<file path="src/rtl/mest_io_pkg.sv">
// Shared field layout and defaults for the mest input/output register blocks.
// The packing helper keeps the status-word layout in one place.
package mest_io_pkg;

  localparam int IO_FLD_W     = 4;
  localparam int IO_WORD_W    = 16;
  localparam int BTN_LVL_LSB  = 0;
  localparam int SW_LVL_LSB   = 4;
  localparam int BTN_EVT_LSB  = 8;
  localparam int SW_EVT_LSB   = 12;
  localparam int DEBOUNCE_DEF = 1000000;
  localparam int CNT_W_DEF    = 20;

  function automatic logic [IO_WORD_W-1:0] pack_word(
    input logic [IO_FLD_W-1:0] btn_lvl,
    input logic [IO_FLD_W-1:0] sw_lvl,
    input logic [IO_FLD_W-1:0] btn_evt,
    input logic [IO_FLD_W-1:0] sw_evt
  );
    logic [IO_WORD_W-1:0] word;
    word = {IO_WORD_W{1'b0}};
    word[BTN_LVL_LSB +: IO_FLD_W] = btn_lvl;
    word[SW_LVL_LSB  +: IO_FLD_W] = sw_lvl;
    word[BTN_EVT_LSB +: IO_FLD_W] = btn_evt;
    word[SW_EVT_LSB  +: IO_FLD_W] = sw_evt;
    return word;
  endfunction

endpackage

</file>
<file path="src/rtl/mest_debounce_cell.sv">
// Single-bit 2-flop synchroniser plus stable-count debouncer.
// Emits the debounced level and one-cycle rise/fall pulses against its delayed copy.
module mest_debounce_cell
  import mest_io_pkg::*;
#(
  parameter int DEBOUNCE_CYCLES = DEBOUNCE_DEF,
  parameter int CNT_W           = CNT_W_DEF
) (
  input  logic clk,
  input  logic rst_n,
  input  logic raw,
  output logic level,
  output logic rise,
  output logic fall
);

  localparam logic [CNT_W-1:0] TERM_CNT = CNT_W'(DEBOUNCE_CYCLES - 1);

  logic [1:0]       sync_r;
  logic             stable_r;
  logic             stable_d_r;
  logic [CNT_W-1:0] cnt_r;

  // Synchronise, count stable cycles and accept a new level at terminal count.
  always_ff @(posedge clk) begin
    if (!rst_n) begin
      sync_r     <= 2'b00;
      stable_r   <= 1'b0;
      stable_d_r <= 1'b0;
      cnt_r      <= {CNT_W{1'b0}};
    end else begin
      sync_r     <= {sync_r[0], raw};
      stable_d_r <= stable_r;
      if (sync_r[1] == stable_r) begin
        cnt_r <= {CNT_W{1'b0}};
      end else if (cnt_r == TERM_CNT) begin
        stable_r <= sync_r[1];
        cnt_r    <= {CNT_W{1'b0}};
      end else begin
        cnt_r <= cnt_r + CNT_W'(1);
      end
    end
  end

  assign level = stable_r;
  assign rise  = stable_r & ~stable_d_r;
  assign fall  = ~stable_r & stable_d_r;

endmodule

</file>
<file path="src/rtl/mest_in_reg.sv">
// Input-side register block: debounced buttons/switches, sticky event flags,
// and a read-and-clear status word behind a one-cycle read handshake.
module mest_in_reg
  import mest_io_pkg::*;
#(
  parameter int DEBOUNCE_CYCLES = DEBOUNCE_DEF,
  parameter int CNT_W           = CNT_W_DEF
) (
  input  logic                 i_CLK100MHZ,
  input  logic                 i_rst_n,
  input  logic [IO_FLD_W-1:0]  i_btn,
  input  logic [IO_FLD_W-1:0]  i_sw,
  input  logic                 i_rd_en,
  input  logic                 i_rd_clr,
  output logic [IO_WORD_W-1:0] o_in_reg_data_out,
  output logic                 o_rd_valid,
  output logic                 o_evt
);

  localparam int N_IN = 2 * IO_FLD_W;

  logic [N_IN-1:0]      raw_s;
  logic [N_IN-1:0]      lvl_s;
  logic [N_IN-1:0]      rise_s;
  logic [N_IN-1:0]      fall_s;
  logic [N_IN-1:0]      evt_s;
  logic [N_IN-1:0]      clr_s;
  logic [N_IN-1:0]      flags_nxt_s;
  logic [N_IN-1:0]      flags_r;
  logic [IO_WORD_W-1:0] word_s;
  logic [IO_WORD_W-1:0] data_r;
  logic                 rd_valid_r;
  logic                 evt_r;

  assign raw_s = {i_sw, i_btn};

  for (genvar g = 0; g < N_IN; g++) begin : g_cell
    mest_debounce_cell #(
      .DEBOUNCE_CYCLES (DEBOUNCE_CYCLES),
      .CNT_W           (CNT_W)
    ) u_cell (
      .clk   (i_CLK100MHZ),
      .rst_n (i_rst_n),
      .raw   (raw_s[g]),
      .level (lvl_s[g]),
      .rise  (rise_s[g]),
      .fall  (fall_s[g])
    );
  end

  // Buttons flag on press only; switches flag on either edge.
  assign evt_s  = {rise_s[N_IN-1:IO_FLD_W] | fall_s[N_IN-1:IO_FLD_W],
                   rise_s[IO_FLD_W-1:0]};
  assign word_s = pack_word(lvl_s[IO_FLD_W-1:0], lvl_s[N_IN-1:IO_FLD_W],
                            flags_r[IO_FLD_W-1:0], flags_r[N_IN-1:IO_FLD_W]);

  // Clear only flags returned in this read; a same-cycle event re-sets its flag.
  always_comb begin
    clr_s = {N_IN{1'b0}};
    if (i_rd_en && i_rd_clr) begin
      clr_s = flags_r;
    end else begin
      clr_s = {N_IN{1'b0}};
    end
    flags_nxt_s = (flags_r & ~clr_s) | evt_s;
  end

  // Sticky flags, read data capture, read strobe and event level.
  always_ff @(posedge i_CLK100MHZ) begin
    if (!i_rst_n) begin
      flags_r    <= {N_IN{1'b0}};
      data_r     <= {IO_WORD_W{1'b0}};
      rd_valid_r <= 1'b0;
      evt_r      <= 1'b0;
    end else begin
      flags_r    <= flags_nxt_s;
      rd_valid_r <= i_rd_en;
      evt_r      <= |flags_nxt_s;
      if (i_rd_en) begin
        data_r <= word_s;
      end
    end
  end

  assign o_in_reg_data_out = data_r;
  assign o_rd_valid        = rd_valid_r;
  assign o_evt             = evt_r;

endmodule

</file>
<file path="config.mk">
export PLATFORM = sky130hd
export DESIGN_NAME = mest_in_reg
export DESIGN_NICKNAME = d
export VERILOG_FILES = /design/src/rtl/mest_io_pkg.sv /design/src/rtl/mest_debounce_cell.sv /design/src/rtl/mest_in_reg.sv
export SDC_FILE = /design/constraint.sdc
export NUM_CORES = 1
export LEC_CHECK = 0
export BUFFER_PORTS_ARGS = -buffer_cell sky130_fd_sc_hd__buf_4
export CORE_MARGIN = 2
export CORE_UTILIZATION = 55
export DETAILED_ROUTE_END_ITERATION = 8
export GPL_ROUTABILITY_DRIVEN = 0
export HOLD_SLACK_MARGIN = 0.15
export PLACE_DENSITY = 0.72
export SETUP_SLACK_MARGIN = 0.5
export SLEW_MARGIN = 5
export SYNTH_ARGS = -nofsm -noshare
export SYNTH_HDL_FRONTEND = slang
export SYNTH_SLANG_ARGS = --single-unit
export TNS_END_PERCENT = 1
</file>
<file path="constraint.sdc">
create_clock -name i_CLK100MHZ -period 2.8 [get_ports i_CLK100MHZ]
set_input_delay 0.56 -clock i_CLK100MHZ [delete_from_list [all_inputs] [get_ports i_CLK100MHZ]]
set_output_delay 0.56 -clock i_CLK100MHZ [all_outputs]
set_load 0.01 [all_outputs]
</file>
==> results.py, run 1 <==
metrics = {
    "timing": {
        "setup_viol": 0,
        "rsz0062_at_grt": "false",
        "fin_skew_ns": 0.0124,
        "max_slew_margin": 0.391,
        "fin_tns_setup_ns": 0,
        "hold_viol": 0,
        "period_share": 0.770,
        "drv_slew": 0,
        "worst_slew_pin_slew_ns": 0.912,
        "max_freq_ghz": 0.464,
        "finalCriticalPeriod_ns": 2.16,
    },
    "worst_setup_path": {
        "cp-end-kind": "register",
        "critical_path.startpoint_type": "register",
        "crit_arrival_ns": 2.52,
        "criticalPathCategory": "register to register",
        "worstPathRequired_ns": 3.17,
        "crit_fanout": 19,
    },
    "layout": {
        "area_delta_synth_final_pct": 12.5,
        "antennaDiodeCount": 0,
        "nNetsFinal": 1076,
        "final_layout_size_suffix_gt1_frac": 0.0886,
        "fillers": 1415,
    },
    "drt": {
        "wl_um": 17400,
        "drt_iter0_drc": 266,
        "detail_route.wl_per_cell_um": 13.4,
        "drt_first_pass_iters": 4,
        "detail_route.vias_per_cell": 5.49,
        "ant_nets": 0,
        "vias": 7091,
        "drc": 0,
    },
    "synth": {
        "synth.most_common_cell": "dfxtp_1",
        "synth-seq-cells": 218,
        "synth_cell_types": 46,
        "synthCells": 1032,
        "synth_area_leader_cell": "dfxtp_1",
        "ys.flop_type": "dfxtp_1",
        "yosysTopAreaCellShare": 0.472,
        "yosys_warnings": 0,
        "synthesis.area_um2": 9250,
        "synth_nets": 1052,
        "ys_seq_area_frac": 0.472,
        "async_reset_ff_frac": 0,
        "syn_area_per_cell_um2": 8.96,
        "synth_edf_count": 0,
        "synthTopCellsByArea": "dfxtp_1 47%, xor2_1 5.6%, nor2_1 5.3%",
        "synthTopCellsByCount": "218 x dfxtp_1, 130 x nor2_1, 65 x a21oi_1",
    },
    "clocking": {
        "post_cts_buffers": 0,
        "ctsHoldBuffers": 0,
        "cts_buffers": 23,
        "cts.repair.resized": 0,
        "clock-sinks": 218,
        "cts_tree": "done",
        "h-tree-depth": 1,
        "clockRootBuffer": "clkbuf_16",
        "clk_pin_slew_worst_paths_ns": 0.06,
        "clk_path_buf_depth": 3,
        "worstSkewPairLatency_ns": 0.51,
    },
    "floorplan": {
        "die_h_um": 134,
        "die-area_um2": 17900,
        "die_w_um": 134,
        "boundaryPins": 30,
        "coreArea_um2": 16500,
        "initial_core_util": 0.560,
        "rows": 47,
    },
    "power": {
        "power.density_nw_per_um2": 604,
        "swShare": 0.201,
        "ir_drop_mv": 0.415,
        "switching_power_mw": 1.26,
        "totalPowerFinal_mw": 6.28,
        "p_leak_nw": 3.48,
        "seqPwrFrac": 0.497,
        "power_frac_clock": 0.489,
        "p_comb_frac": 0.014,
        "intPower_mw": 5.02,
    },
    "global_route": {
        "busiest_layer": "met2",
        "grt_pass1_wl_um": 30400,
        "overflow": 0,
        "grtUsageMet1": 0.270,
        "grt_pass1_vias": 6738,
        "use_met3": 0.0342,
        "grt_use_total": 0.199,
        "grt_util_met2": 0.324,
        "antenna_found_initial": 0,
        "grt_max_degree": 32,
    },
    "placement": {
        "hpwl_um": 11600,
        "port_buffers": 29,
    },
    "job": {
        "drv_cap": 0,
    },
    "hold_path": {
        "min_path_type": "primary input to register",
    },
    "outcome": {
        "outcome": "complete, no violations",
    },
}
## path summary, 6_finish.rpt
| check | start | to | slack [ns] | cells after the start |
|---|---|---|---|---|
| worst max-delay path | g_cell[7].u_cell.cnt_r[9]$_SDFF_PP0_ | g_cell[7].u_cell.cnt_r[13]$_SDFF_PP0_ | 0.64 | 4 |
| worst min-delay path | i_btn[2] | g_cell[2].u_cell.sync_r[0]$_SDFF_PN0_ | 0.26 | 2 |
| worst min register to register | g_cell[7].u_cell.sync_r[0]$_SDFF_PN0_ | g_cell[7].u_cell.sync_r[1]$_SDFF_PN0_ | 0.43 | 1 |
| worst max register to register | g_cell[7].u_cell.cnt_r[9]$_SDFF_PP0_ | g_cell[7].u_cell.cnt_r[13]$_SDFF_PP0_ | 0.64 | 4 |
## cells in the final DEF, fill, tap and decap left out, drive strengths merged, types with 34 or more instances in the layout
cell,n
o21ai,37
or4,34
nand2,52
or3,40
and2,36
buf,35
nor2,130
nand3,59
xnor2,44
inv,34
dfxtp,218
a21oi,65
nand4,34
xor2,59
## cell families after synthesis
kind of cell	synth area share
AND/OR/NAND/NOR	0.278
flip-flops	0.472
AO/OA/AOI/OAI	0.0923
XOR/XNOR	0.0976
buffers and inverters	0.0307
multiplexers	0.0184
adder cells (fa/ha/maj)	0.0108
## worst max-delay path: stages (launching register included)
cell,delay [ns]
dfxtp_1,0.41
or4b_1,0.45
or4_4,0.57
o211ai_4,0.47
nor2_1,0.11
## power by group through the flow
stage	combinational (mW)	sequential (mW)	clock, mW
2_1_floorplan	0.0591	3.19	0
6_report	0.0858	3.13	3.07
5_1_grt	0.0966	3.12	3.27
3_3_place_gp	0.0869	3.19	0
4_1_cts	0.0878	3.12	3.14
3_5_place_dp	0.0877	3.19	0
## final cells by class
cell class	instances	area (um2)	share of cell area
clock inverters	9	98.8	0.00950
inverters	33	124	0.0119
repair buffers	35	263	0.0253
well taps	220	275	0.0265
multi-input cells	745	4600	0.442
clock buffers	32	679	0.0653
flip-flops and latches	218	4360	0.419
## metrics by stage
| step | instances | area, um2 | setup slack, ns | hold WS (ns) | util |
|---|---|---|---|---|---|
| 2_1_floorplan | 1032 | 9250 | 0.820 | 0.412 | - |
| 3_3_place_gp | 1251 | 9630 | 0.679 | 0.415 | 0.582 |
| 3_5_place_dp | 1251 | 9630 | 0.641 | 0.417 | 0.582 |
| 4_1_cts | 1292 | 10400 | 0.640 | 0.248 | 0.630 |
| 5_1_grt | 1292 | 10400 | 0.520 | 0.253 | 0.630 |
| 6_report | 1292 | 10400 | 0.645 | 0.256 | 0.630 |
## registers in the layout (all words and copies together), names as in the netlist
register,cells
g_cell.u_cell.stable_d_r,8
g_cell.u_cell.level,8
o_in_reg_data_out,16
o_rd_valid,1
flags_r,8
g_cell.u_cell.cnt_r,160
o_evt,1
g_cell.u_cell.sync_r,16
## metal layers
layer | part of all wire | vias up
met5 | 0 | -
met4 | 0.029 | 0
met3 | 0.032 | 31
met2 | 0.45 | 75
met1 | 0.49 | 3295
li1 | - | 3690
(Power assumes the default switching activity.)
==> inputs of run 2 (changes only) <==
Clock period 2.8 ns to 2.2 ns, I/O delays scaled along.
==> run 2 against run 1 <==
  * Flip-flop and latch count stayed put
  * Clock power grew 29%
  * Register-to-register slack got worse by 0.46 ns
  * Worst hold slack lost 0.089 ns
  * Count of clock-buffer cells in the layout is 4 lower
  * Non-clock buffer count up 24
  * Utilization is 1.7 points higher
  * Worst setup slack got worse by 0.46 ns
  * Sequential share of layout area shrank 1.0 points
  * Clock skew fell by 0.00085 ns
  * Total power increased by 28%
  * Sequential power up 27%
  * Highest routed layer unchanged
  * Critical path type unchanged
==> results.py, run 2 (synthesis results as in run 1) <==
metrics = {
    "global_route": {
        "grt_pass1_vias": 6766,
        "grt_max_degree": 36,
        "overflow": 0,
        "grt_pass1_wl_um": 30700,
        "antenna_found_initial": 0,
        "grt_use_total": 0.200,
    },
    "timing": {
        "fin_tns_setup_ns": 0,
        "drv_slew": 0,
        "finalCriticalPeriod_ns": 2.01,
        "period_share": 0.915,
        "setup_viol": 0,
        "max_slew_margin": 0.695,
        "hold_viol": 0,
        "max_freq_ghz": 0.497,
        "worst_slew_pin_slew_ns": 0.454,
        "setup_ws_ns": 0.188,
        "rsz0062_at_grt": "true",
        "fin_skew_ns": 0.0115,
    },
    "worst_setup_path": {
        "critical_path.startpoint_type": "register",
        "cpPeakStageDelay_ns": 0.55,
        "crit_chain": "or4b_1, or4_4, o211ai_1, buf_4, buf_6, a21oi_1",
        "crit_arrival_ns": 2.38,
        "criticalPathCategory": "register to register",
        "critPathSlowestCell": "or4_4",
        "rr_worst_depth": 6,
        "cp-end-kind": "register",
        "worstPathRequired_ns": 2.57,
        "crit_fanout": 6,
    },
    "power": {
        "ir_drop_mv": 0.596,
        "p_leak_nw": 3.63,
        "power.density_nw_per_um2": 756,
    },
    "floorplan": {
        "coreArea_um2": 16500,
        "die_w_um": 134,
        "initial_core_util": 0.560,
        "die_h_um": 134,
        "die-area_um2": 17900,
        "rows": 47,
        "boundaryPins": 30,
    },
    "layout": {
        "final_common_cell": "dfxtp_1",
        "fillers": 1413,
        "area_delta_synth_final_pct": 15.5,
        "final_layout_size_suffix_gt1_frac": 0.113,
        "layout_common_cells": "212 x dfxtp_1, 130 x nor2_1, 64 x a21oi_1",
        "nNetsFinal": 1100,
        "top_register": "g_cell.u_cell.cnt_r",
        "final_cells": 1313,
        "antennaDiodeCount": 0,
        "largest_register_ffs": 160,
    },
    "drt": {
        "ant_nets": 0,
        "vias": 7206,
        "drc": 0,
        "drt_first_pass_iters": 4,
        "drt_iter0_drc": 250,
        "detail_route.wl_per_cell_um": 13.5,
        "detail_route.vias_per_cell": 5.49,
        "wl_um": 17700,
    },
    "placement": {
        "port_buffers": 29,
        "placed_cells": 1265,
        "hpwl_um": 11900,
        "preCtsSetupSlack_ns": 0.142,
    },
    "clocking": {
        "cts_buffers": 23,
        "clockRootBuffer": "clkbuf_16",
        "clk_path_buf_depth": 3,
        "worstSkewPairLatency_ns": 0.50,
        "clk_pin_slew_worst_paths_ns": 0.06,
        "cts_tree": "done",
        "clock-sinks": 218,
        "h-tree-depth": 1,
    },
    "outcome": {
        "outcome": "complete, no violations",
    },
    "job": {
        "drv_cap": 0,
    },
    "hold_path": {
        "min_path_type": "primary input to register",
        "min_path_cells": 2,
    },
}
run 2: cell types whose count changed in the layout (fill, tap and decap cells not counted), sizes merged:
cell | before | now
bufinv | 2 | 4
clkbuf | 32 | 28
dlygate4sd3 | 0 | 2
inv | 34 | 33
buf | 35 | 57
run 2: layout make-up:
cell class | instances | area, um2 | share of cell area
sequential | 218 | 4370 | 0.409
tap | 220 | 275 | 0.0258
multi-input combinational | 745 | 4620 | 0.432
clock inverter | 10 | 150 | 0.0141
timing repair buffer | 59 | 518 | 0.0485
inverter | 33 | 124 | 0.0116
clock buffer | 28 | 624 | 0.0585
run 2: metrics by stage:
stage | hold WS (ns) | area, um2 | util | power (mW)
detailed placement | 0.423 | 9800 | 0.593 | 4.19
CTS | 0.153 | 10700 | 0.645 | 8.16
floorplan | 0.412 | 9250 | - | 4.14
finish | 0.167 | 10700 | 0.646 | 8.07
global route | 0.151 | 10700 | 0.646 | 8.35
global placement | 0.413 | 9800 | 0.593 | 4.19
run 2: path summary, 6_finish.rpt:
path	startpoint	endpoint	slack (ns)
setup / recovery	g_cell[0].u_cell.cnt_r[7]$_SDFF_PP0_	g_cell[0].u_cell.cnt_r[18]$_SDFF_PP0_	0.19
hold / removal	i_sw[1]	g_cell[5].u_cell.sync_r[0]$_SDFF_PN0_	0.17
setup reg to reg	g_cell[0].u_cell.cnt_r[7]$_SDFF_PP0_	g_cell[0].u_cell.cnt_r[18]$_SDFF_PP0_	0.19
hold reg to reg	g_cell[7].u_cell.sync_r[0]$_SDFF_PN0_	g_cell[7].u_cell.sync_r[1]$_SDFF_PN0_	0.43
run 2: per-layer routing:
metal / up-vias / share of wire / GRT usage
met4: 0 / 0.021 / 0.0485
met3: 27 / 0.038 / 0.0346
met1: 3355 / 0.48 / 0.263
met5: - / 0 / 0
li1: 3739 / - / -
met2: 85 / 0.46 / 0.342
run 2: power by group:
| part | total [mW] | internal [mW] | switching (mW) |
|---|---|---|---|
| Combinational | 0.129 | 0.0558 | 0.0734 |
| Clock | 3.96 | 2.47 | 1.49 |
| Sequential | 3.98 | 3.97 | 0.0106 |
run 2: timing repair:
action	4_1_cts	5_1_grt
hold endpoints to repair	2	0
gates cloned	2	0
pin swaps	4	2
resized for setup	12	2
hold buffers	2	0
buffers inserted	5	1
setup endpoints to repair	144	157
run 2: worst max-delay path: cells and delay by family (launching register included):
kind            cells  cell delay [ns]
compound gates      2             0.22
flops               1             0.31
simple gates        2             1.05
buf+inv             2             0.31
==> inputs of run 3 (changes only) <==
Settings changed: REMOVE_ABC_BUFFERS set to 1.
==> run 3 against run 2 <==
  * Global-route usage increased by 0.13 points
  * Largest cell class unchanged
  * Total power decreased by 2.0%
  * Count of clock-buffer cells in the layout increased by 6
  * Clock power decreased by 4%
  * Combinational power increased by 3%
  * Critical path depth unchanged
  * Clock skew decreased by 0.0014 ns
  * Critical path type unchanged
  * Fmax about the same
  * Flip-flop and latch count unchanged
  * Register-to-register slack about the same
==> results.py, run 3 (synthesis results as in run 1) <==
metrics = {
    "clocking": {
        "clockRootBuffer": "clkbuf_16",
        "cts_buffers": 24,
        "worstSkewPairLatency_ns": 0.50,
        "clock-sinks": 218,
        "clk_path_buf_depth": 3,
        "h-tree-depth": 1,
        "clk_pin_slew_worst_paths_ns": 0.06,
        "cts_tree": "done",
    },
    "floorplan": {
        "boundaryPins": 30,
        "die_w_um": 134,
        "rows": 47,
        "initial_core_util": 0.560,
        "die_h_um": 134,
        "die-area_um2": 17900,
        "coreArea_um2": 16500,
    },
    "timing": {
        "setup_viol": 0,
        "finalCriticalPeriod_ns": 2.01,
        "holdWs_ns": 0.166,
        "setup_ws_ns": 0.188,
        "max_freq_ghz": 0.497,
        "drv_slew": 0,
        "fin_tns_setup_ns": 0,
        "max_slew_margin": 0.697,
        "worst_slew_pin_slew_ns": 0.450,
        "fin_skew_ns": 0.0102,
        "rsz0062_at_grt": "true",
        "period_share": 0.915,
        "hold_viol": 0,
    },
    "drt": {
        "detail_route.vias_per_cell": 5.53,
        "vias": 7314,
        "ant_nets": 0,
        "wl_um": 17700,
        "drc": 0,
        "drt_iter0_drc": 409,
        "drt_first_pass_iters": 5,
        "detail_route.wl_per_cell_um": 13.4,
    },
    "global_route": {
        "antenna_found_initial": 0,
        "grt_pass1_wl_um": 30600,
        "overflow": 0,
        "grt_use_total": 0.201,
        "grt_max_degree": 29,
        "grt_pass1_vias": 6838,
    },
    "power": {
        "ir_drop_mv": 0.642,
        "switching_power_mw": 1.57,
        "power.density_nw_per_um2": 739,
        "totalPowerFinal_mw": 7.91,
        "swShare": 0.199,
        "p_leak_nw": 3.64,
        "p_comb_frac": 0.017,
        "power_frac_clock": 0.480,
        "intPower_mw": 6.34,
        "seqPwrFrac": 0.503,
    },
    "job": {
        "drv_cap": 0,
    },
    "layout": {
        "final_layout_size_suffix_gt1_frac": 0.112,
        "area_delta_synth_final_pct": 15.7,
        "final_common_cell": "dfxtp_1",
        "layout_common_cells": "213 x dfxtp_1, 130 x nor2_1, 65 x a21oi_1",
        "top_register": "g_cell.u_cell.cnt_r",
        "fillers": 1385,
        "antennaDiodeCount": 0,
        "nNetsFinal": 1108,
        "largest_register_ffs": 160,
    },
    "hold_path": {
        "min_path_type": "primary input to register",
    },
    "placement": {
        "port_buffers": 29,
        "hpwl_um": 11700,
        "preCtsSetupSlack_ns": 0.187,
    },
    "worst_setup_path": {
        "crit_arrival_ns": 2.40,
        "critical_path.startpoint_type": "register",
        "critPathSlowestCell": "or4_4",
        "cp.buffers_inverters": 2,
        "cp-end-kind": "register",
        "criticalPathCategory": "register to register",
        "cpPeakStageDelay_ns": 0.55,
        "worstPathRequired_ns": 2.59,
        "critPathTopFamily": "simple AND/OR/NAND/NOR gates",
        "crit_fanout": 6,
        "crit_chain": "or4b_1, or4_4, o211ai_1, buf_4, buf_6, a21oi_1",
    },
    "outcome": {
        "outcome": "complete, no violations",
    },
}
## run 3: changes by cell type in the layout (fill, tap and decap cells not counted), sizes merged
cell,before,now
dlygate4sd3,2,6
clkinvlp,0,1
clkinv,6,4
bufinv,4,1
clkbuf,28,34
buf,57,60
## run 3: final timing paths
| path | cells past startpoint | slack (ns) | from | endpoint |
|---|---|---|---|---|
| worst max-delay path | 6 | 0.19 | g_cell[0].u_cell.cnt_r[11]$_SDFF_PP0_ | g_cell[0].u_cell.cnt_r[19]$_SDFF_PP0_ |
| worst max register to register | 6 | 0.19 | g_cell[0].u_cell.cnt_r[11]$_SDFF_PP0_ | g_cell[0].u_cell.cnt_r[19]$_SDFF_PP0_ |
| worst min-delay path | 2 | 0.17 | i_btn[3] | g_cell[3].u_cell.sync_r[0]$_SDFF_PN0_ |
| worst min register to register | 1 | 0.43 | g_cell[1].u_cell.sync_r[0]$_SDFF_PN0_ | g_cell[1].u_cell.sync_r[1]$_SDFF_PN0_ |
## run 3: per-layer routing
metal  part of all wire  global-route usage
met1               0.48               0.266
met3              0.034              0.0358
met4              0.024              0.0597
met2               0.46               0.338
met5                  0                   0
## run 3: area by class of cell
type	count	area, um2	area share
Multi-Input combinational cell	745	4610	0.431
Clock inverter	6	57.6	0.00538
Clock buffer	34	699	0.0654
Tap cell	220	275	0.0257
Sequential cell	218	4370	0.409
Timing Repair Buffer	66	563	0.0526
Inverter	33	124	0.0116
## run 3: power by group through the flow
| stage | combinational [mW] | sequential [mW] | clock, mW |
|---|---|---|---|
| finish | 0.133 | 3.98 | 3.80 |
| global route | 0.146 | 3.98 | 4.06 |
| CTS | 0.135 | 3.98 | 3.91 |
| detailed placement | 0.122 | 4.06 | 0 |
| global placement | 0.122 | 4.06 | 0 |
| floorplan | 0.0520 | 4.06 | 0 |
## run 3: through the flow
stage,instances,util,cell area (um2)
2_1_floorplan,996,-,9090
4_1_cts,1320,0.646,10700
3_5_place_dp,1268,0.592,9790
5_1_grt,1322,0.647,10700
3_3_place_gp,1268,0.592,9790
6_report,1322,0.647,10700
## run 3: worst register-to-register path, cell delays in order (launching register included)
cell and delay [ns]:
dfxtp_2 0.34, or4b_1 0.50, or4_4 0.55, o211ai_1 0.17, buf_4 0.18, buf_6 0.12
a21oi_1 0.04
## run 3: timing repair
item,in CTS,in global routing
pin swaps,1,3
hold buffers,6,0
gates cloned,2,0
setup endpoints to repair,157,158
buffers inserted,4,2
endpoints found under the hold margin,6,0
resized for setup,13,2
